File: config.mk
export PLATFORM = sky130hd
export DESIGN_NAME = ula_port
export DESIGN_NICKNAME = d
export VERILOG_FILES = /design/src/rtl/ula_port.sv
export SDC_FILE = /design/constraint.sdc
export NUM_CORES = 1
export LEC_CHECK = 0
export BUFFER_PORTS_ARGS = -buffer_cell sky130_fd_sc_hd__buf_4
export CORE_AREA = 10 10 53 64
export DETAILED_ROUTE_END_ITERATION = 8
export DIE_AREA = 0 0 63 74
export PLACE_DENSITY = 0.82
export SYNTH_ARGS = -nofsm -noshare
export SYNTH_HDL_FRONTEND = slang
export SYNTH_SLANG_ARGS = --single-unit
File: constraint.sdc
create_clock -name clk -period 1.7 [get_ports clk]
set_input_delay 0 -clock clk [delete_from_list [all_inputs] [get_ports clk]]
set_output_delay 0 -clock clk [all_outputs]
set_load 0.02 [all_outputs]
File: src/rtl/ula_port.sv
// ULA I/O port 0xFE: border/MIC/beeper latch, keyboard/EAR read path
// and a first-order sigma-delta audio DAC.
module ula_port #(
    parameter logic [7:0] BEEP_LVL = 8'd160,
    parameter logic [7:0] MIC_LVL  = 8'd48,
    parameter logic [7:0] EAR_LVL  = 8'd32
) (
    input  logic        clk,
    input  logic        reset,
    input  logic [15:0] cpu_addr,
    input  logic [7:0]  cpu_dout,
    input  logic        n_iorq,
    input  logic        n_wr,
    input  logic        n_rd,
    input  logic [4:0]  key_data,
    input  logic        ear_in,
    output logic        port_sel,
    output logic [7:0]  port_dout,
    output logic [2:0]  border,
    output logic        mic,
    output logic        beeper,
    output logic        port_wr,
    output logic        audio_pwm
);

    logic       ws;
    logic       ws_m;
    logic       ws_s;
    logic       ws_prev;
    logic [1:0] sync_ok;
    logic       accept;

    logic       ear_m;
    logic       ear_s;

    logic [9:0] level_raw;
    logic [7:0] level;
    logic [7:0] acc;
    logic [8:0] sum;

    logic       unused_addr;

    assign unused_addr = ^cpu_addr[15:1];

    assign ws = ~n_iorq & ~n_wr;

    // sync_ok keeps ws_prev high until the synchroniser has refilled,
    // so a strobe held across reset release is not seen as a new edge.
    always_ff @(posedge clk) begin
        if (reset) begin
            ws_m    <= 1'b0;
            ws_s    <= 1'b0;
            ws_prev <= 1'b1;
            sync_ok <= 2'b00;
        end else begin
            ws_m    <= ws;
            ws_s    <= ws_m;
            sync_ok <= {sync_ok[0], 1'b1};
            ws_prev <= sync_ok[1] ? ws_s : 1'b1;
        end
    end

    assign accept = ws_s & ~ws_prev & ~cpu_addr[0];

    always_ff @(posedge clk) begin
        if (reset) begin
            border  <= 3'd0;
            mic     <= 1'b0;
            beeper  <= 1'b0;
            port_wr <= 1'b0;
        end else begin
            port_wr <= accept;
            if (accept) begin
                border <= cpu_dout[2:0];
                mic    <= cpu_dout[3];
                beeper <= cpu_dout[4];
            end
        end
    end

    always_ff @(posedge clk) begin
        if (reset) begin
            ear_m <= 1'b0;
            ear_s <= 1'b0;
        end else begin
            ear_m <= ear_in;
            ear_s <= ear_m;
        end
    end

    assign port_sel  = ~n_iorq & ~n_rd & ~cpu_addr[0];
    assign port_dout = {1'b1, ear_s, 1'b1, key_data};

    always_comb begin
        level_raw = ({2'b00, BEEP_LVL} & {10{beeper}})
                  + ({2'b00, MIC_LVL}  & {10{mic}})
                  + ({2'b00, EAR_LVL}  & {10{ear_s}});
        level     = (|level_raw[9:8]) ? 8'hFF : level_raw[7:0];
        sum       = {1'b0, acc} + {1'b0, level};
    end

    always_ff @(posedge clk) begin
        if (reset) begin
            acc       <= 8'd0;
            audio_pwm <= 1'b0;
        end else begin
            acc       <= sum[7:0];
            audio_pwm <= sum[8];
        end
    end

endmodule
==> summary.txt <==
Cells and area
  – Commonest non-fill, non-tap cell in the layout: buf_4
  – Reg area: 363 µm²
  – Area Overhead vs Synth: 35.7%
  – Post-route insts no fill: 130
  – Commonest cells after routing, fill and taps aside: buf_4, dfxtp_1, dlygate4sd3_1
  – Ant. Diodes: 0
  – Final instance area: 1020 µm²
  – Footprint of the multi-input gates: 317 µm²
  – Number of fill cells: 226
  – Layout Nets: 143
  – Share of layout cells above drive strength 1: 31.3%

Timing
  – Final Hold Viols: 0
  – Final count of negative-setup-slack endpoints: 0
  – Final WS setup: 0.0230 ns
  – Period utilization: 98.6%
  – Fmax: 0.596 GHz
  – RSZ-0062 raised after global routing: yes
  – Period minus WS final: 1.68 ns
  – Fin Clk Skew: 0.00107 ns
  – Slew Viols, Final: 0

Yosys
  – Synthesized cell area: 753 µm²
  – Mapped Cells: 72
  – Yosys cell types: 19
  – Synthesis-stage register bit count: 18
  – Top post-synthesis cells by area: dfxtp_1, ha_1, buf_4
  – Mean Syn Cell Area: 10.5 µm²
  – Synth top area share: 47.8%
  – Yosys top cell by area: dfxtp_1
  – Synthesis Warnings: 0
  – Sequential area share after synthesis: 47.8%

Placement
  – Routability congestion estimate: 0.647
  – Port Buf Inserts: 20
  – Dpl cell area: 902 µm²
  – Post-DP HPWL: 1140 µm
  – Dpl ws: -0.0199 ns
  – Placed cell count: 117

Clock tree
  – CTS Root Cell: clkbuf_4
  – Num Clock Sinks: 18
  – Skew-Pair Late Insertion Delay: 0.28 ns
  – H-tree depth: 1
  – CTS Buf Count: 3
  – Clock transition at path regs: 0.09 ns
  – Clock Path Buffers: 2
  – CTS tree: done

Drt
  – ANT nets after route: 0
  – DR vias: 560
  – Residual DRC: 0
  – DRT Wirelength: 1550 µm
  – Per-cell routed wire length: 11.9 µm
  – Via density: 4.31
  – DR iter-0 viols: 0
  – First-pass DRT Iterations: 1

Critical path
  – Worst Setup Path Type: flop to flop
  – CP arrival: 1.90 ns
  – Worst EP required: 1.93 ns
  – Reg2Reg Setup Slack: 0.02 ns
  – Max Fanout on Critical Path: 2
  – Worst setup EP type: flop
  – CP Launch Type: flop

GRT
  – Vias in the first global route: 619
  – GRT overflow: 0
  – Pin count of the biggest net entering global routing: 18
  – Initial antenna violation count: 0
  – Total GRT Usage: 6.93%
  – Global-route wire length before repair: 2550 µm

Hold path
  – HP Class: input pin to output pin

Floorplan
  – Die Wd: 63 µm
  – Die area: 4660 µm²
  – Initial Util: 34.1%
  – Height of the die: 74 µm
  – Ports: 51
  – Row count: 19
  – Core Region: 2210 µm²

Status
  – Outcome: finished clean

Run
  – Max-capacitance violation count: 0

Pwr
  – Leak Pwr: 0.465 nW
  – Peak VDD IR: 313 µV
  – Pwr Density: 691 nW/µm²
-- registers in the layout, summed over array words and instances, names as in the netlist --
name	cells
acc	4
audio_pwm	1
beeper	1
border	3
ear_m	1
ear_s	1
mic	1
port_wr	1
sync_ok	2
ws_m	1
ws_prev	1
ws_s	1
-- what timing repair did --
action,in CTS,in global routing
setup buffers,1,0
hold endpoints to repair,10,0
setup endpoints to repair,1,3
hold buffers,9,0
resized for setup,1,0
pin swaps,2,3
-- stage by stage --
step                hold WS (ns)  util [%]  TNS [ns]  power [mW]
floorplan                 0.0679         -         0       0.489
global placement        0.000137      40.8         0       0.496
detailed placement      0.000137      40.8   -0.0199       0.498
CTS                     0.000137      46.2         0       0.716
global route           0.0000317      46.2    -0.152       0.736
finish                0.00000688      46.2         0       0.707
-- power by group --
| group | leakage [nW] | internal [mW] | switching (mW) | total (mW) |
|---|---|---|---|---|
| registers | 0.148 | 0.431 | 0.00402 | 0.435 |
| clock network | 0.0138 | 0.0823 | 0.119 | 0.201 |
| logic | 0.303 | 0.0416 | 0.0291 | 0.0707 |
-- cell type report --
class / count / area share, %
clock buffer: 3 / 2.20
inverter: 5 / 1.84
multi-input combinational: 41 / 31.0
timing repair buffer: 32 / 25.7
sequential: 18 / 35.5
tap: 31 / 3.79
-- worst paths after layout --
check                        startpoint            endpoint  cells past startpoint
setup reg to reg       mic$_SDFFE_PP0P_   acc[7]$_SDFF_PP0_                      6
hold / removal              key_data[3]        port_dout[3]                      0
setup / recovery       mic$_SDFFE_PP0P_   acc[7]$_SDFF_PP0_                      6
hold reg to reg   sync_ok[1]$_SDFF_PP0_  ws_prev$_SDFF_PP1_                      1
-- kinds of logic (layout without fill, tap and decap cells) --
| family | after synthesis | in the layout | share of synthesized area, % |
|---|---|---|---|
| and+or+nand+nor | 21 | 21 | 15.6 |
| DFF | 18 | 18 | 47.8 |
| buffers and inverters | 14 | 40 | 11.0 |
| adders and majority gates | 7 | 7 | 13.6 |
| AOI/OAI and AO/OA | 5 | 5 | 3.65 |
| muxes | 5 | 5 | 6.64 |
| other | 1 | 2 | 0.498 |
| xor gates and xnor gates | 1 | 1 | 1.16 |
-- metal layers --
layer / vias up / track usage [%] / part of all wire [%]
met5: - / 0 / 0
met4: 0 / 5.22 / 2.8
met3: 4 / 2.40 / 5.9
met2: 19 / 12.5 / 52
met1: 261 / 6.41 / 39
li1: 276 / - / -
-- worst max-delay path: stages (launching register included) --
cell and delay, ns:
dfxtp_2 0.34, fa_1 0.49, buf_4 0.15, ha_1 0.27, nand3_1 0.09, a21o_1 0.16, a21oi_1 0.12
-- cell usage after synthesis --
cell type and count:
nor3b_4 1, mux2i_1 5, xor2_1 1, fa_1 2
clkbuf_1 1, inv_1 5, o21ai_0 1, nand2_1 1
dfxtp_1 18, nor2_1 8, nor2b_1 6, a21oi_1 3
conb_1 1, nand3_1 2, and2_2 1, buf_4 8
ha_1 5, a21o_1 1, nor3_1 2
Power figures use the tool's default switching activity.
